[src/rtl/sm_pkg.sv]
// Signed-magnitude types and helpers shared by the subtractor pipeline and
// the pipelined adder variant.
`ifndef N
`define N 16
`endif
`ifndef F
`define F 8
`endif

package sm_pkg;

    typedef logic [`N-1:0] sm_t;

    localparam logic [`N-2:0] SM_MAG_MAX  = {(`N-1){1'b1}};
    localparam sm_t           SM_NEG_ZERO = {1'b1, {(`N-1){1'b0}}};

    function automatic sm_t sm_negate(input sm_t x);
        return {~x[`N-1], x[`N-2:0]};
    endfunction

    function automatic sm_t sm_norm_zero(input sm_t x);
        return (x == SM_NEG_ZERO) ? '0 : x;
    endfunction

endpackage

[src/rtl/sm_mag_unit.sv]
// Combinational magnitude add/subtract with saturation and -0 suppression.
module sm_mag_unit
    import sm_pkg::*;
#(
    parameter int unsigned N = `N
) (
    input  logic         sub,
    input  logic         a_ge_b,
    input  logic         a_sign,
    input  logic         b_sign,
    input  logic [N-2:0] a_mag,
    input  logic [N-2:0] b_mag,
    output logic [N-1:0] c,
    output logic         ovf
);

    logic [N-1:0] sum;
    logic [N-2:0] mag;
    logic         sign;

    always_comb begin
        sum  = {1'b0, a_mag} + {1'b0, b_mag};
        mag  = '0;
        sign = 1'b0;
        ovf  = 1'b0;
        if (!sub) begin
            sign = a_sign;
            // A carry into the sign position means the magnitude no longer fits.
            if (sum[N-1]) begin
                mag = SM_MAG_MAX;
                ovf = 1'b1;
            end else begin
                mag = sum[N-2:0];
            end
        end else if (a_ge_b) begin
            mag  = a_mag - b_mag;
            sign = a_sign;
        end else begin
            mag  = b_mag - a_mag;
            sign = b_sign;
        end
        c = {sign && (mag != '0), mag};
    end

endmodule

[src/rtl/sm_sub_pipe.sv]
// Two-stage signed-magnitude subtractor c = a - b with valid/ready handshake,
// saturation and negative-zero normalization.
module sm_sub_pipe
    import sm_pkg::*;
#(
    parameter int unsigned N = `N,
    parameter int unsigned F = `F
) (
    input  logic         clk,
    input  logic         rst,
    input  logic         in_valid,
    output logic         in_ready,
    input  logic [N-1:0] a,
    input  logic [N-1:0] b,
    output logic         out_valid,
    input  logic         out_ready,
    output logic [N-1:0] c,
    output logic         ovf
);

    if (F > N - 1) begin : g_frac_check
        $error("sm_sub_pipe: F exceeds magnitude width");
    end

    logic         s1_v_q, s1_v_d;
    logic         s1_a_sign_q, s1_a_sign_d;
    logic         s1_b_sign_q, s1_b_sign_d;
    logic         s1_a_ge_b_q, s1_a_ge_b_d;
    logic         s1_sub_q, s1_sub_d;
    logic [N-2:0] s1_a_mag_q, s1_a_mag_d;
    logic [N-2:0] s1_b_mag_q, s1_b_mag_d;
    logic         s2_v_q, s2_v_d;
    logic [N-1:0] c_q, c_d;
    logic         ovf_q, ovf_d;

    logic         adv;
    logic         in_fire;
    sm_t          a_n;
    sm_t          b_e;
    logic [N-1:0] unit_c;
    logic         unit_ovf;

    sm_mag_unit #(.N(N)) u_mag (
        .sub    (s1_sub_q),
        .a_ge_b (s1_a_ge_b_q),
        .a_sign (s1_a_sign_q),
        .b_sign (s1_b_sign_q),
        .a_mag  (s1_a_mag_q),
        .b_mag  (s1_b_mag_q),
        .c      (unit_c),
        .ovf    (unit_ovf)
    );

    always_comb begin
        adv      = !s2_v_q || out_ready;
        in_ready = !rst && (!s1_v_q || adv);
        in_fire  = in_valid && in_ready;
        // Both operands are cleaned of -0 so the compare and op select see +0.
        a_n      = sm_norm_zero(a);
        b_e      = sm_norm_zero(sm_negate(b));

        s1_v_d      = s1_v_q;
        s1_a_sign_d = s1_a_sign_q;
        s1_b_sign_d = s1_b_sign_q;
        s1_a_ge_b_d = s1_a_ge_b_q;
        s1_sub_d    = s1_sub_q;
        s1_a_mag_d  = s1_a_mag_q;
        s1_b_mag_d  = s1_b_mag_q;
        s2_v_d      = s2_v_q;
        c_d         = c_q;
        ovf_d       = ovf_q;

        if (in_fire) begin
            s1_v_d      = 1'b1;
            s1_a_sign_d = a_n[N-1];
            s1_b_sign_d = b_e[N-1];
            s1_a_ge_b_d = a_n[N-2:0] >= b_e[N-2:0];
            s1_sub_d    = a_n[N-1] ^ b_e[N-1];
            s1_a_mag_d  = a_n[N-2:0];
            s1_b_mag_d  = b_e[N-2:0];
        end else if (adv) begin
            s1_v_d = 1'b0;
        end

        if (adv) begin
            s2_v_d = s1_v_q;
            if (s1_v_q) begin
                c_d   = unit_c;
                ovf_d = unit_ovf;
            end
        end
    end

    always_ff @(posedge clk) begin
        if (rst) begin
            s1_v_q      <= 1'b0;
            s1_a_sign_q <= 1'b0;
            s1_b_sign_q <= 1'b0;
            s1_a_ge_b_q <= 1'b0;
            s1_sub_q    <= 1'b0;
            s1_a_mag_q  <= '0;
            s1_b_mag_q  <= '0;
            s2_v_q      <= 1'b0;
            c_q         <= '0;
            ovf_q       <= 1'b0;
        end else begin
            s1_v_q      <= s1_v_d;
            s1_a_sign_q <= s1_a_sign_d;
            s1_b_sign_q <= s1_b_sign_d;
            s1_a_ge_b_q <= s1_a_ge_b_d;
            s1_sub_q    <= s1_sub_d;
            s1_a_mag_q  <= s1_a_mag_d;
            s1_b_mag_q  <= s1_b_mag_d;
            s2_v_q      <= s2_v_d;
            c_q         <= c_d;
            ovf_q       <= ovf_d;
        end
    end

    assign out_valid = s2_v_q;
    assign c         = c_q;
    assign ovf       = ovf_q;

endmodule

[config.mk]
export PLATFORM = sky130hd
export DESIGN_NAME = sm_sub_pipe
export DESIGN_NICKNAME = d
export VERILOG_FILES = /design/src/rtl/sm_pkg.sv /design/src/rtl/sm_mag_unit.sv /design/src/rtl/sm_sub_pipe.sv
export SDC_FILE = /design/constraint.sdc
export NUM_CORES = 1
export LEC_CHECK = 0
export ABC_AREA = 0
export CORE_ASPECT_RATIO = 0.6
export CORE_MARGIN = 2
export CORE_UTILIZATION = 40
export CTS_CLUSTER_DIAMETER = 60
export CTS_CLUSTER_SIZE = 25
export DETAILED_ROUTE_END_ITERATION = 12
export HOLD_SLACK_MARGIN = 0.06
export PLACE_DENSITY = 0.7
export SETUP_SLACK_MARGIN = 0.5
export SLEW_MARGIN = 5
export SYNTH_ARGS = -nofsm -noshare
export SYNTH_HDL_FRONTEND = slang
export SYNTH_SLANG_ARGS = --single-unit
[constraint.sdc]
create_clock -name clk -period 4.3 [get_ports clk]
set_clock_uncertainty 0.2 [all_clocks]
set_input_delay 0.645 -clock clk [delete_from_list [all_inputs] [get_ports clk]]
set_output_delay 0.645 -clock clk [all_outputs]
set_load 0.005 [all_outputs]
# Word-level counts from Yosys, hierarchy flattened
# Index checks and enable logic that the tools add are counted.
[word_totals] register_bits=53 inputBits=36 elab_cells=40
[classes] n_addsub=3 n_lt_le_gt_ge=1 n_eq_ne=2 n_mux=11 bitwise=2 n_reduce_logical=11
[op_table] cell="15-bit two-way mux" n=3
[op_table] cell="16-bit == test (second input constant)" n=2
[op_table] cell="16-bit two-way mux" n=2
[op_table] cell="15-bit subtractor" n=2
[op_table] cell="15-bit by 15-bit adder with 16-bit output" n=1
[op_table] cell="15-bit greater-or-equal comparator" n=1
[op_table] cell="15-bit nonzero test" n=1
[op_table] cell="1-bit two-way mux" n=6
[op_table] cell="1-bit logical AND" n=3
[op_table] cell="1-bit logical NOT" n=3
[op_table] cell="1-bit logical OR" n=2
[op_table] cell="2-bit AND reduction" n=1
[op_table] cell="2-bit nonzero test" n=1
[op_table] cell="1-bit NOT" n=1
[op_table] cell="1-bit bitwise XOR" n=1

# Depth between registers and ports, before layout
[depth] word_depth=6 mapped_depth=13

# Cells and area by module
# Synthesis repeated with hierarchy kept, for this count alone.
[unflattened] hier_cells=648 hier_area_um2=4710.8
[modules_own_cells] mod="sm_mag_unit" n_inst=1 cells_each=341 area_each_um2=2377.3 seq_area_each_um2=0.0
[modules_own_cells] mod="sm_sub_pipe" n_inst=1 cells_each=307 area_each_um2=2333.5 seq_area_each_um2=1061.0

# Least setup slack after synthesis
# OpenSTA, ideal clock, no wires.
[synth_timing] kind="register -> register" from="reg s1_a_mag_q[1]" to="reg c_q[15] (netlist: c[15])" setup_ns=0.122 arrival_ns=2.842 required_time_ns=3.978 setup_slack_ns=1.135 path_stages_with_launch=12 n_path_buf=0 synth_period_minus_slack_ns=3.165 path_cell_list="dfxtp_1 inv_1 fa_1 nand2b_1 a21oi_1 a211oi_1 o41ai_1 xnor2_1 a22oi_2 or4b_1 nor4_2 a21oi_1"
[synth_between] elab_chain_len=5
[synth_rtl] element="from (decl)" line="sm_sub_pipe.sv:30" source="logic [N-2:0] s1_a_mag_q, s1_a_mag_d;"
[synth_rtl] element="from (signal assigned)" line="sm_sub_pipe.sv:112" source="s1_a_mag_q <= s1_a_mag_d;"
[synth_rtl] element="15-bit by 15-bit adder with 16-bit output (tied with other cells)" line="sm_mag_unit.sv:22" source="sum = {1'b0, a_mag} + {1'b0, b_mag};"
[synth_rtl] element="15-bit two-way mux, on equally long branches" line="sm_mag_unit.sv:29, sm_mag_unit.sv:35"
[synth_rtl] element="15-bit two-way mux (*)" line="sm_mag_unit.sv:26" source="if (!sub) begin"
[synth_rtl] element="15-bit nonzero test (*)" line="sm_mag_unit.sv:42" source="c = {sign && (mag != '0), mag};"
[synth_rtl] element="1-bit logical AND (*)" line="sm_mag_unit.sv:42"
[synth_rtl] element="to (signal assigned)" line="sm_sub_pipe.sv:104" source="c_q <= '0;"
[synth_rtl] element="to (signal assigned)" line="sm_sub_pipe.sv:115" source="c_q <= c_d;"
[synth_rtl] element="to (decl)" line="sm_sub_pipe.sv:33" source="logic [N-1:0] c_q, c_d;"
# Mark *: on every way between the ends. The rest lies on a longest branch, timed or not.
# A chain may end at the register's enable or synchronous reset.

# Worst setup path in the final report
# Ends and elaborated chain as after synthesis.

==> out/results.ini <==
[layout]
area_growth_pct=15.81
drive_gt1_share_pct=4.870
layout_common_cells=61 x ha_1, 58 x nand2_1, 53 x dfxtp_1, 53 x clkdlybuf4s50_1, 51 x inv_1
nets=715
n_fill_cell=1115
multiInputGateArea_um2=3177
diodes=0
final_common_cell=ha_1
register_area_um2=1061
post-route-util_pct=47.44

[logic_synthesis]
synthAdderAreaFrac_pct=17.85
synthMuxAreaShare_pct=1.112
synth-simple-area-share_pct=19.23
syn_area_per_cell_um2=7.714
synth_nets=698
synth_top_family_by_area=compound AO/OA/AOI/OAI gates
synthArstFlopShare_pct=0
synth_xor_area_share_pct=3.607
yosysWarnings=0
syn_inst=598
ys_types=68
syn_area_um2=4613
synth_compound_area_share_pct=26.36
synth-seq-cells=53
synth_ff_type=dfxtp_1
ys_seq_area_share_pct=23.00
synth_edf_count=0

[clock_network]
cts_root_buf=clkbuf_16
cts.clk_slew.worst_paths_ns=0.07
hold_buffers=0
cts.htree.levels=2
post_cts_resized=0
post_cts_buffers=0
cts_tree=built
insertion_delay_ns=0.31
clockBufferDepth=2
cts_sinks=53
cts_made_buffers=5

[worst_setup_path]
slowest_delay_ns=0.55
crit_chain=inv_1, fa_1, nand2b_1, a21oi_1, a211oi_1, o41ai_2, xnor2_1, a22oi_2, or4b_1, nor4_2, a21oi_1
startpoint_type=flip-flop
reg2reg_depth=11
critPathBufInv=1
cp_common_cell=a21oi_1
reg2reg_slack_ns=0.73
end_kind=flip-flop
timing.rr.end=c[15]
rr_startpoint=s1_a_mag_q[1]
slowest_stage=or4b_1
required_ns=4.28
arrival_ns=3.56
critPathMaxFanout=5
crit_family=compound AO/OA/AOI/OAI gates
crit_type=reg -> reg
crit_start=s1_a_mag_q[1]

[power_and_ir_drop]
clkPwrFrac_pct=27.1
p_int_mw=1.021
swShare_pct=36.57
p_per_area_nw_per_um2=301.3
p_leak_nw=2.150
worst_ir_drop_vdd_mv=0.1647
comb_power_share_pct=38.1
switchingPower_mw=0.5886
total_power_mw=1.610
p_seq_share_pct=34.8

[grt]
grt_pass1_wl_mm=20.87
grt_pass1_vias=4185
overflow=0
antenna_found_initial=0
grt.total_usage_pct=21.00
grt_max_degree=56

[sta]
setup_tns_ns=0
postLayoutSetupSlackWorst_ns=0.7252
setup_violations=0
maxSlewHeadroom_pct=25.83
final_hold_viol_count=0
post-route-min-period_ns=3.575
finalCritPeriodShare_pct=83.13
slew_violations=0
rsz0062_at_grt=false
worst_pin_slew_ns=1.110
max_freq_mhz=279.7

[placement]
io_buffers=54
dp_slack_ns=0.7753
dpl.hpwl_mm=9.845
place.gp.congestion=0.9583

[routing]
vias=4361
first_iter_violations=374
wl_per_cell_um=16.65
wirelength_mm=12.65
viasPerCell=5.738
ant_nets=0
first_pass_iters=5
drc=0

[job]
maxCapViolCount=0

[floorplan]
die_area_um2=12440
start_util_pct=40.97
ioPinCount=55
fp-row-count=30
die_y_um=87.19
core_um2=11260
die_w_um=142.6

[worst_hold_path]
holdPathEnd=c[12]
hold_depth=2
hold_path.class=reg -> reg
hold_start=c[12]

[outcome]
status=completed

worst max path at each step:
stage,end,slack (ns),depth (start not counted)
final,c[15],0.73,11
after CTS,c[15],0.73,10
after global placement,c[15],0.88,10
after floorplan,c[15],1.14,11
after global routing,c[15],0.49,11
after detailed placement,c[15],0.78,10
flip-flops by register name, indices dropped and copies added (netlist names):
name / count
s1_sub_q: 1
ovf: 1
s1_a_mag_q: 15
s1_a_sign_q: 1
c: 16
out_valid: 1
s1_b_mag_q: 15
s1_a_ge_b_q: 1
s1_b_sign_q: 1
s1_v_q: 1
cells by family after synthesis:
logic type	after synthesis
muxes	5
buffers and inverters	102
AOI/OAI and AO/OA	175
DFF	53
and+or+nand+nor	180
adders and majority gates	64
xor gates and xnor gates	19
worst register-to-register path, cell delays in order (launching register included):
cell	delay, ns
dfxtp_1	0.45
inv_1	0.14
fa_1	0.45
nand2b_1	0.15
a21oi_1	0.25
a211oi_1	0.22
o41ai_2	0.47
xnor2_1	0.18
a22oi_2	0.12
or4b_1	0.55
nor4_2	0.16
a21oi_1	0.11
per-layer routing:
metal,global-route usage (%),wire (um),vias to the layer above,share of wire (%)
met2,32.91,5449,126,43
met4,5.221,185,0,1.5
met1,30.04,6216,2084,49
li1,-,-,2137,-
met3,3.628,802,14,6.3
met5,0,0,-,0
power groups by stage:
stage	registers (mW)	logic (mW)	clock network [mW]
2_1_floorplan	0.563	0.424	0
3_3_place_gp	0.569	0.573	0
3_5_place_dp	0.571	0.586	0
4_1_cts	0.560	0.590	0.446
5_1_grt	0.565	0.677	0.467
6_report	0.560	0.614	0.436
synth_stat cells, types with 2 or more instances:
library cell  count  area, um2
xor2_1            5      43.79
clkbuf_1         34      127.6
buf_1             2      7.510
a311oi_1          6      52.55
a21oi_1          46      230.2
o31ai_1          33      247.7
o21a_1            6      45.04
inv_2             3      11.26
ha_1             61      763.2
o2111ai_1         2      17.52
o21ai_1           7      35.03
dfxtp_1          53       1061
mux2i_1           4      40.04
nand2b_1         11      68.82
nand3_1           9      45.04
buf_2            11      55.05
inv_1            51      191.4
a22oi_1           4      30.03
nand3b_1          4      30.03
a21boi_0          3      22.52
nor2_1           38      142.6
a32o_1            2      20.02
a21o_1            7      52.55
o21ai_0          19      95.09
nor4_1            8      50.05
fa_1              3      60.06
xnor2_1          14      122.6
nor3_1           15      75.07
o211ai_1          4      30.03
a2111oi_0         2      17.52
nor3b_1           4      30.03
and2_1            5      31.28
a22oi_2           2      25.02
nor2b_1          12      75.07
nand4_1           5      31.28
nand2_1          58      217.7
o21bai_1          3      22.52
a211oi_1         12      90.09
metrics by stage:
stage,cell area [um2],hold slack [ns],std cells
2_1_floorplan,4613,0.2357,598
3_3_place_gp,5155,0.2477,752
3_5_place_dp,5155,0.2531,752
4_1_cts,5311,0.2629,760
5_1_grt,5343,0.2795,760
6_report,5343,0.2574,760
layout make-up:
cell class | instances | share of cell area [%]
Tap cell | 144 | 3.372
Multi-Input combinational cell | 443 | 59.46
Sequential cell | 53 | 19.86
Clock buffer | 6 | 2.600
Clock inverter | 2 | 0.3279
Inverter | 54 | 3.794
Timing Repair Buffer | 58 | 10.59
No activity file was read; power rests on OpenSTA's default activity.
